===== src/rtl/fast_pulse_pacer_pkg.sv =====
// fast_pulse_pkg: shared pacer state type, minimum gap constant and timer sizing helper
package fast_pulse_pkg;
  typedef enum logic [1:0] {PACER_IDLE, PACER_EMIT, PACER_GAP} pacer_state_e;
  localparam int MIN_GAP_CYCLES = 2;
  function automatic int gap_tmr_w(input int gap);
    return (gap > 2) ? $clog2(gap) : 1;
  endfunction
endpackage


===== src/rtl/fast_pulse_pacer_if.sv =====
// fast_pulse_pacer_if: event/pulse bundle between the event source and the pacer
//   event_in  : one event per high cycle          ovf_clr  : clears sticky overflow
//   pulse_out : paced single-cycle pulse          pending  : events queued, not yet emitted
//   busy      : pacer active or backlog present   overflow : sticky event-drop flag
interface fast_pulse_pacer_if #(parameter int CNT_W = 4);
  logic             event_in;
  logic             ovf_clr;
  logic             pulse_out;
  logic [CNT_W-1:0] pending;
  logic             busy;
  logic             overflow;
  modport master (output event_in, ovf_clr, input pulse_out, pending, busy, overflow);
  modport slave  (input event_in, ovf_clr, output pulse_out, pending, busy, overflow);
endinterface


===== src/rtl/fast_pulse_pacer_gap_timer.sv =====
// pulse_gap_timer: loadable down-counter that holds at zero
//   fast_clk, rst_n : clock, async active-low reset
//   load_i          : load strobe, load_val_i taken next edge
//   load_val_i      : start value
//   done_o          : count is zero
module pulse_gap_timer #(
  parameter int W = 3
) (
  input  logic         fast_clk,
  input  logic         rst_n,
  input  logic         load_i,
  input  logic [W-1:0] load_val_i,
  output logic         done_o
);
  logic [W-1:0] cnt_q, cnt_d;
  always_comb cnt_d = load_i ? load_val_i : (cnt_q != '0 ? cnt_q - W'(1) : cnt_q);
  always_ff @(posedge fast_clk or negedge rst_n)
    if (!rst_n) cnt_q <= '0;
    else        cnt_q <= cnt_d;
  assign done_o = cnt_q == '0;
endmodule


===== src/rtl/fast_pulse_pacer.sv =====
// fast_pulse_pacer: queues fast-domain event pulses and re-emits them at least GAP_CYCLES apart
//   fast_clk, rst_n : clock, async active-low reset
//   bus (slave)     : event_in/ovf_clr in; pulse_out/pending/busy/overflow out, all registered
module fast_pulse_pacer
  import fast_pulse_pkg::*;
#(
  parameter int GAP_CYCLES = 8,
  parameter int CNT_W      = 4
) (
  input  logic                fast_clk,
  input  logic                rst_n,
  fast_pulse_pacer_if.slave   bus
);
  localparam int TMR_W = gap_tmr_w(GAP_CYCLES);
  localparam logic [CNT_W-1:0] CNT_MAX = '1;
  if (GAP_CYCLES < MIN_GAP_CYCLES || CNT_W < 1) begin : g_param_check
    $error("fast_pulse_pacer: GAP_CYCLES must be >= 2 and CNT_W >= 1");
  end
  pacer_state_e     state_q, state_d;
  logic [CNT_W-1:0] pending_q, pending_d;
  logic             overflow_q, overflow_d, pulse_q, busy_q;
  logic             emit, want, drop, tmr_done;
  assign emit = state_q == PACER_EMIT;
  always_comb begin
    want       = pending_q != '0 || bus.event_in;
    // IDLE and an expired GAP both decide between another pulse and going idle
    state_d    = emit ? PACER_GAP :
                 (state_q == PACER_IDLE || tmr_done) ? (want ? PACER_EMIT : PACER_IDLE) : state_q;
    // an emit frees a slot, so an event arriving at saturation during EMIT is still accepted
    drop       = bus.event_in && pending_q == CNT_MAX && !emit;
    pending_d  = drop ? pending_q : pending_q + CNT_W'(bus.event_in) - CNT_W'(emit);
    overflow_d = drop || (overflow_q && !bus.ovf_clr);
  end
  always_ff @(posedge fast_clk or negedge rst_n)
    if (!rst_n) begin
      state_q    <= PACER_IDLE;
      pending_q  <= '0;
      overflow_q <= 1'b0;
      pulse_q    <= 1'b0;
      busy_q     <= 1'b0;
    end else begin
      state_q    <= state_d;
      pending_q  <= pending_d;
      overflow_q <= overflow_d;
      pulse_q    <= state_d == PACER_EMIT;
      busy_q     <= state_d != PACER_IDLE || pending_d != '0;
    end
  // loaded during EMIT with GAP_CYCLES-2 so the next EMIT lands exactly GAP_CYCLES later
  pulse_gap_timer #(.W(TMR_W)) u_gap_timer (
    .fast_clk  (fast_clk),
    .rst_n     (rst_n),
    .load_i    (emit),
    .load_val_i(TMR_W'(GAP_CYCLES - 2)),
    .done_o    (tmr_done)
  );
  assign bus.pulse_out = pulse_q;
  assign bus.pending   = pending_q;
  assign bus.busy      = busy_q;
  assign bus.overflow  = overflow_q;
endmodule


===== src/flat_wrapper.sv =====
// flat-port wrapper written by rule: the top's interface ports become plain ports
module fast_pulse_pacer_flat import fast_pulse_pkg::*;
#(
  parameter int GAP_CYCLES = 8,
  parameter int CNT_W      = 4
)
  (fast_clk, rst_n, bus_event_in, bus_ovf_clr, bus_pulse_out, bus_pending, bus_busy, bus_overflow);
  fast_pulse_pacer_if #(.CNT_W(CNT_W)) bus_i ();
  input  logic fast_clk;
  input  logic rst_n;
  input wire logic [$bits(bus_i.event_in)-1:0] bus_event_in;
  input wire logic [$bits(bus_i.ovf_clr)-1:0] bus_ovf_clr;
  output wire logic [$bits(bus_i.pulse_out)-1:0] bus_pulse_out;
  output wire logic [$bits(bus_i.pending)-1:0] bus_pending;
  output wire logic [$bits(bus_i.busy)-1:0] bus_busy;
  output wire logic [$bits(bus_i.overflow)-1:0] bus_overflow;
  assign bus_i.event_in = bus_event_in;
  assign bus_i.ovf_clr = bus_ovf_clr;
  assign bus_pulse_out = bus_i.pulse_out;
  assign bus_pending = bus_i.pending;
  assign bus_busy = bus_i.busy;
  assign bus_overflow = bus_i.overflow;
  fast_pulse_pacer #(.GAP_CYCLES(GAP_CYCLES), .CNT_W(CNT_W)) u_core (.fast_clk(fast_clk), .rst_n(rst_n), .bus(bus_i));
endmodule

===== config.mk =====
export PLATFORM = sky130hd
export DESIGN_NAME = fast_pulse_pacer_flat
export DESIGN_NICKNAME = d
export VERILOG_FILES = /design/src/rtl/fast_pulse_pacer_pkg.sv /design/src/rtl/fast_pulse_pacer_if.sv /design/src/rtl/fast_pulse_pacer_gap_timer.sv /design/src/rtl/fast_pulse_pacer.sv /design/src/flat_wrapper.sv
export SDC_FILE = /design/constraint.sdc
export NUM_CORES = 1
export LEC_CHECK = 0
export CAP_MARGIN = 20
export CORE_MARGIN = 5
export CORE_UTILIZATION = 50
export DETAILED_ROUTE_END_ITERATION = 6
export PLACE_DENSITY = 0.75
export SLEW_MARGIN = 10
export SYNTH_ARGS = -nofsm -noshare
export SYNTH_HDL_FRONTEND = slang
export SYNTH_SLANG_ARGS = --single-unit

===== constraint.sdc =====
create_clock -name fast_clk -period 3.11 [get_ports fast_clk]
set_input_delay 0.311 -clock fast_clk [delete_from_list [all_inputs] [get_ports fast_clk]]
set_output_delay 0.311 -clock fast_clk [all_outputs]
set_load 0.05 [all_outputs]

* Word-level counts from Yosys, hierarchy flattened
Index checks and enable logic that the tools add are counted.
** Storage, ports and cells
- Flip-flop bits (word level) :: 12
- Input port bits :: 4
- Output and inout bits :: 7
- Word-level logic and storage cells :: 34
** Operators by class
- Add/sub/neg operators :: 3
- Equality and inequality tests :: 3
- Mux-type cells :: 6
- Reductions and logical operators :: 16
** Operators with widths (count)
- $reduce_bool 4->1 :: 2
- $mux 3 :: 2
- $add 4x1->4 :: 1
- $eq 2x1->1 const B :: 2
- $eq 4x4->1 const B :: 1
- $logic_or 1x1->1 :: 4
- $mux 2 :: 2
- $mux 4 :: 1
- $reduce_bool 2->1 :: 2
- $sub 4x1->4 :: 1
- $logic_and 1x1->1 :: 3
- $logic_not 3->1 :: 1
- $reduce_bool 3->1 :: 1
- $sub 3x1->3 const B :: 1
- $logic_not 1->1 :: 2
- $logic_not 2->1 :: 1
- $mux 1 :: 1

* Depth between registers and ports, before layout
Gate-level depths: netlist (run 1).
- Word-level depth :: 7
- Depth in mapped cells :: 9
- Depth with buffers taken out :: 9

* By module
From an unflattened synthesis (run 1), not the netlist that was laid out.
** Unflattened totals
- Cells, all modules :: 71
- Area, all modules :: 726.9 um^2
** By module, submodules not included
- fast_pulse_pacer :: instances 1, cells an instance 50, area an instance 526.8 um^2, seq. area each 225.2 um^2
- pulse_gap_timer :: instances 1, cells an instance 21, area an instance 200.2 um^2, seq. area each 75.1 um^2

* Worst setup path before layout (run 1)
Ideal clock, no wire load.
- Kind :: register to register
- From :: register u_core.pending_q[0] (netlist: u_core.bus.pending[0])
- To :: register u_core.busy_q (netlist: u_core.bus.busy)
- Library setup time :: 139 ps
- Arrival time :: 2320 ps
- Data required time :: 2971 ps
- Setup slack :: 651 ps
- Cell stages (with the launch flop) :: 9
- Buffers on the path :: 0
- Period minus slack after synthesis :: 2459 ps
- Cells stage by stage :: dfrtp_1 -> nand2b_1 -> nand2_1 -> ha_1 -> inv_1 -> fa_1 -> xnor2_1 -> or3_1 -> or4_1
** Between the ends
- Longest elaborated chain between the ends :: 7
- Elaborated cells on any way between the ends :: 14
- Those cells by class :: add/sub (2); eq/ne (1); mux (4); reduce/logical (7)
** RTL lines
- start: declaration :: RTL line fast_pulse_pacer.sv:20 : logic [CNT_W-1:0] pending_q, pending_d;
- start signal: assignment :: RTL line fast_pulse_pacer.sv:43 : pending_q <= pending_d;
- branches (longest 6 deep; another with $add 4x1->4)
- $logic_or 1x1->1 (*) :: RTL line fast_pulse_pacer.sv:46 : busy_q <= state_d != PACER_IDLE || pending_d != '0;
- end signal: assignment :: RTL line fast_pulse_pacer.sv:40 : busy_q <= 1'b0;
- end signal: assignment :: RTL line fast_pulse_pacer.sv:46
- end: declaration :: RTL line fast_pulse_pacer.sv:21 : logic overflow_q, overflow_d, pulse_q, busy_q;
Every way passes the cells marked *.
A chain may end at the register's enable or synchronous reset.

* Final worst setup path (run 1)
- From :: register u_core.state_q[1]
- To :: register u_core.busy_q (netlist: u_core.bus.busy)
** Between the ends
- Longest elaborated chain between the ends :: 6
- Elaborated cells on any way between the ends :: 12
- Those cells by class :: add/sub (1); eq/ne (1); mux (3); reduce/logical (7)
** RTL lines
- start: declaration :: RTL line fast_pulse_pacer.sv:19 : pacer_state_e state_q, state_d;
- start signal: assignment :: RTL line fast_pulse_pacer.sv:42 : state_q <= state_d;
- branches (longest 5 deep; another with $sub 4x1->4)
- $logic_or 1x1->1 (*) :: RTL line fast_pulse_pacer.sv:46
Marks and branches as above.

==> results of run 1 <==
==> cell usage in the layout (no fill, tap or decap), drive strengths merged, types with 2 or more instances in the layout <==
cell type      instances
a21o                   2
a21oi                  4
clkbuf                 4
clkdlybuf4s50         10
dfrtp                 12
ha                     7
inv                    9
nand2                  7
nand2b                 4
nor2                   2
nor2b                  2
o21ai                  3
xnor2                  2
==> metal layers <==
metal,share of wire [%],global-route usage [%],up-vias
li1,-,-,235
met1,47,18.9,230
met4,0,3.31,0
met2,50,24.5,8
met3,2.9,3.52,0
met5,0,0,-
==> worst paths after layout <==
path	cells after the start	start	end	slack, ps
max	9	u_core.state_q[1]$_DFF_PN0_	u_core.bus.busy$_DFF_PN0_	520
max reg2reg	9	u_core.state_q[1]$_DFF_PN0_	u_core.bus.busy$_DFF_PN0_	520
max in group asynchronous	1	rst_n	u_core.state_q[0]$_DFF_PN0_	2370
min reg2reg	1	u_core.u_gap_timer.cnt_q[2]$_DFFE_PN0P_	u_core.u_gap_timer.cnt_q[2]$_DFFE_PN0P_	520
min	1	rst_n	u_core.bus.busy$_DFF_PN0_	390
min in group fast_clk	1	u_core.u_gap_timer.cnt_q[2]$_DFFE_PN0P_	u_core.u_gap_timer.cnt_q[2]$_DFFE_PN0P_	520
==> cell type report <==
class | instances | area share (%)
flip-flops and latches | 12 | 36.2
clock buffers | 4 | 4.37
well taps | 15 | 2.26
multi-input cells | 42 | 41.0
repair buffers | 10 | 12.1
inverters | 9 | 4.07
==> kinds of logic (layout without fill, tap and decap cells) <==
family / count (synthesis) / count (layout) / synth area share (%)
buffers and inverters: 9 / 23 / 5.01
multiplexers: 1 / 1 / 1.67
AO/OA/AOI/OAI: 11 / 11 / 10.2
flip-flops: 12 / 12 / 44.5
AND/OR/NAND/NOR: 19 / 19 / 18.7
XOR/XNOR: 3 / 3 / 3.90
adder cells (fa/ha/maj): 8 / 8 / 16.0
==> worst register-to-register path: stages, from the launching register on <==
cell,delay (ps)
dfrtp_1,410
nor2b_1,310
nand2b_1,170
nand2_1,90
ha_1,160
inv_1,60
fa_1,380
xnor2_1,150
or3_1,340
or4_1,410
==> state kept, by name (all words and copies together) (netlist names) <==
register                  count
u_core.bus.pending            4
u_core.bus.pulse_out          1
u_core.bus.busy               1
u_core.bus.overflow           1
u_core.state_q                2
u_core.u_gap_timer.cnt_q      3
==> metrics by stage <==
step | setup WS (ps) | instances | area, sq um
after global placement | 579 | 88 | 793
final | 520 | 92 | 830
after detailed placement | 539 | 88 | 793
after global routing | 323 | 92 | 830
after floorplan | 651 | 63 | 674
after CTS | 508 | 92 | 830
==> out/metrics.yaml, run 1 <==
initial_core_util_pct: 52.5
cp-end-kind: "flop"
worstPathRequired_ps: 3250
cts_root_buf: "clkbuf_4"
io_pins: 11
path_delay_family: "simple AND/OR/NAND/NOR gates"
grt_pass1_wl_mm: 2.17
synth_edf_count: 0
die_h_um: 46.7
grt.overflow.total: 0
seqCellArea_sq_um: 300
seq_area_frac_synth_pct: 44.5
antenna_cells: 0
ys.flop_type: "dfrtp_1"
vias_per_cell: 5.14
drv_slew: 0
fmax_ghz: 0.386
maxCapViolCount: 0
tns_ps: 0
drcViolationCount: 0
path_clk_slew_ps: 80
synth-async-reset-ratio_pct: 100
firstDrtPassIters: 4
fin_nets: 90
grt_antenna_before_repair: 0
gp_congestion: 0.729
cts_buffers: 3
drtIter0Drc: 10
min_period_ps: 2590
finalSetupViolCount: 0
tritoncts: "done"
yosys_warnings: 0
port_buffers: 10
die-width_um: 46.7
worstPathBufferInverterCount: 1
syn_nets: 75
core_area_sq_um: 1280
synth_cell_types: 22
status: "completed"
synth_commonest_cells: "dfrtp_1, inv_1, ha_1, nand2_1"
synth_area_sq_um: 674
cts_resized: 0
dieArea_sq_um: 2180
cts.sinks: 12
yosysMostFrequentCell: "dfrtp_1"
dpl.hpwl_um: 955
syn_area_per_cell_sq_um: 10.7
wire_per_inst_um: 12.9
drive_gt1_share_pct: 11.7
worstSetupPathType: "flop to flop"
dr_total_vias: 473
grt_pass1_vias: 507
grt_max_degree: 13
wl_mm: 1.19
multi_input_area_sq_um: 340
worstPathMaxFanout: 5
slew_headroom_pct: 64.8
hold_slack_ps: 388
hold_viol_final: 0
yosysTopAreaCell: "dfrtp_1"
drtAntennaViolNets: 0
grt_setup_unrepaired: "no"
cts_hold_buf: 0
start_kind: "flop"
tightest_slew_ps: 526
period_share_pct: 83.3
grt_usage_pct: 14.5
hold_class: "input pin to async pin"
std_cell_rows: 13
cp_slowest_cell: "dfrtp_1"
path_cells: "nor2b_1 -> nand2b_1 -> nand2_1 -> ha_1 -> inv_1 -> fa_1 -> xnor2_1 -> or3_1 -> or4_1"
post_cts_buffers: 0
skew_ps: 7.68
clock_path_buffers: 2
crit_arrival_ps: 2730
synth.top_cell.area_share_pct: 44.5
area_growth_pct: 23.0
cts_max_level: 1
clock_latency_ps: 260
final_core_util_pct: 64.6
synthCells: 63
nFillCells: 105
synth-seq-cells: 12
synthTopCellsByArea: "dfrtp_1, ha_1, inv_1"
critical-path-max-stage-delay_ps: 410
Power of run 1 is not shown: default switching activity piles up to over one toggle a cycle in this logic, so the estimate is an artifact.
==> run 2: changes to the inputs <==
--- a/config.mk
+++ b/config.mk
@@ -7,9 +7,9 @@
 export LEC_CHECK = 0
 export CAP_MARGIN = 20
 export CORE_MARGIN = 5
-export CORE_UTILIZATION = 50
+export CORE_UTILIZATION = 45
 export DETAILED_ROUTE_END_ITERATION = 6
-export PLACE_DENSITY = 0.75
+export PLACE_DENSITY = 0.72
 export SLEW_MARGIN = 10
 export SYNTH_ARGS = -nofsm -noshare
 export SYNTH_HDL_FRONTEND = slang
==> constraint.sdc (replaced) <==
create_clock -name fast_clk -period 2.3 [get_ports fast_clk]
set_input_delay 0.23 -clock fast_clk [delete_from_list [all_inputs] [get_ports fast_clk]]
set_output_delay 0.23 -clock fast_clk [all_outputs]
set_load 0.05 [all_outputs]
==> out/metrics.yaml, run 2 (same netlist as run 1, synthesis figures left out) <==
wl_mm: 1.36  # +15%
drtAntennaViolNets: 0  # unchanged
cts_buffers: 3  # unchanged
tritoncts: "done"
hold_viol_final: 0  # unchanged
fmax_ghz: 0.444  # +15%
antenna_cells: 0  # unchanged
dpl.hpwl_mm: 1.13  # +18%
nFillCells: 130  # +24%
worstSetupPathType: "flop to flop"
maxCapViolCount: 0  # unchanged
largest_register_ffs: 4  # unchanged
regToRegSetupSlack_ps: 50  # -470 ps
status: "completed"
skew_ps: 5.72  # -1.96 ps
vias_per_cell: 4.96  # -3.6%
cts_max_level: 1  # unchanged
grt_pass1_vias: 581  # +15%
std_cell_rows: 14  # +1
cp-end-kind: "flop"
finalSetupViolCount: 0  # unchanged
cts_root_buf: "clkbuf_4"
cp_slowest_cell: "or4_1"
grt_setup_unrepaired: "yes"
dr_total_vias: 481  # +1.7%
r2r_end: "u_core.bus.busy$_DFF_PN0_"
wire_per_inst_um: 14.0  # +9.0%
grt.overflow.total: 0  # unchanged
cts.sinks: 12  # unchanged
start_kind: "flop"
path_delay_family: "simple AND/OR/NAND/NOR gates"
drcViolationCount: 0  # unchanged
final_common_cell: "dfrtp_1"
tightest_slew_ps: 545  # +19.5 ps
core_area_sq_um: 1470  # +15%
area_growth_pct: 30.4
period_share_pct: 98.0  # +15 points
io_pins: 11  # unchanged
cts_hold_buf: 0  # unchanged
worstPathMaxFanout: 3  # -2
setup_ws_ps: 46.2  # -474 ps
min_period_ps: 2250  # -336 ps
reg2reg_from: "u_core.state_q[0]$_DFF_PN0_"
grt_max_degree: 13  # unchanged
fin_nets: 94  # +4.4%
post-place-ws_ps: -121  # -660 ps
drv_slew: 0  # unchanged
firstDrtPassIters: 2  # -2
crit_arrival_ps: 2410  # -320 ps
dieArea_sq_um: 2370  # +8.7%
worstPathRequired_ps: 2450  # -800 ps
path_cells: "nor2b_4 -> nand2b_4 -> nand2_1 -> ha_1 -> inv_1 -> fa_2 -> xnor2_1 -> or3_1 -> or4_1"
hold_class: "input pin to async pin"
port_buffers: 10  # unchanged
die_h_um: 48.7  # +4.2%
gp_congestion: 0.707  # -3.0%
slew_headroom_pct: 63.5  # -1.3 points
drive_gt1_share_pct: 21.0  # +9.3 points
initial_core_util_pct: 45.8  # -6.6 points
path_clk_slew_ps: 80  # about the same
grt_usage_pct: 14.0  # -0.53 points
r2r_cells: 9  # unchanged
die-width_um: 48.7  # +4.2%
grt_pass1_wl_mm: 2.56  # +18%
clock_latency_ps: 270  # about the same
grt_antenna_before_repair: 0  # unchanged
worstPathBufferInverterCount: 1  # unchanged
clock_path_buffers: 2  # unchanged
drtIter0Drc: 6  # -4
layout_common_cells: "dfrtp_1, clkdlybuf4s50_1, inv_1, nand2_1, ha_1"
critical-path-max-stage-delay_ps: 390  # -20 ps
run 2: cell types whose count changed in the layout (fill, tap and decap cells not counted):
| cell | delta |
|---|---|
| dfrtp_2 | +1 |
| nor2b_1 | -1 |
| nand2b_1 | -1 |
| buf_4 | +4 |
| fa_1 | -1 |
| nand2b_4 | +1 |
| dfrtp_1 | -1 |
| nor2b_4 | +1 |
| fa_2 | +1 |
run 2: through the flow:
step | instances | utilization (%) | hold slack [ps] | setup TNS (ps) | cell area (sq um)
global placement | 92 | 56.3 | 488 | -75.8 | 828
floorplan | 63 | - | -65.6 | 0 | 686
CTS | 97 | 59.6 | 321 | 0 | 877
finish | 97 | 59.8 | 303 | 0 | 880
global route | 97 | 59.8 | 342 | -56.5 | 880
detailed placement | 92 | 56.3 | 507 | -121 | 828
run 2: repair_timing:
action / CTS / global route
resized for setup: 1 / 1
pin swaps: 0 / 0
buffers inserted: 1 / 0
setup endpoints to repair: 1 / 1
run 2: layout make-up:
class / instances / area [sq um] / area share [%]
well taps: 16 / 20.0 / 2.28
clock buffers: 4 / 36.3 / 4.13
repair buffers: 14 / 130 / 14.8
inverters: 9 / 33.8 / 3.84
flip-flops and latches: 12 / 302 / 34.3
multi-input cells: 42 / 358 / 40.7
run 2: worst max path at each step:
stage / startpoint / to / depth (start not counted)
floorplan: u_core.bus.pending[0]$_DFF_PN0_ / u_core.bus.busy$_DFF_PN0_ / 8
global placement: bus_event_in / u_core.bus.busy$_DFF_PN0_ / 7
detailed placement: bus_event_in / u_core.bus.busy$_DFF_PN0_ / 7
CTS: u_core.state_q[1]$_DFF_PN0_ / u_core.bus.busy$_DFF_PN0_ / 9
global route: u_core.state_q[0]$_DFF_PN0_ / u_core.bus.busy$_DFF_PN0_ / 9
finish: u_core.state_q[0]$_DFF_PN0_ / u_core.bus.busy$_DFF_PN0_ / 9
run 2: layer usage:
metal,track usage (%),vias up,part of all wire (%)
met1,14.9,231,40
met3,6.44,0,4.6
met5,0,-,0
met2,24.1,9,56
met4,4.48,0,0
li1,-,241,-
Power of run 2 is left out for the same reason.
==> run 3: changes to the inputs <==
--- a/config.mk
+++ b/config.mk
@@ -8,6 +8,7 @@
 export CAP_MARGIN = 20
 export CORE_MARGIN = 5
 export CORE_UTILIZATION = 45
+export CTS_CLUSTER_DIAMETER = 120
 export DETAILED_ROUTE_END_ITERATION = 6
 export PLACE_DENSITY = 0.72
 export SLEW_MARGIN = 10
==> results of run 3 <==
No change in the layout: final DEF, timing and power equal those of run 2.
Power of run 3 is left out for the same reason.
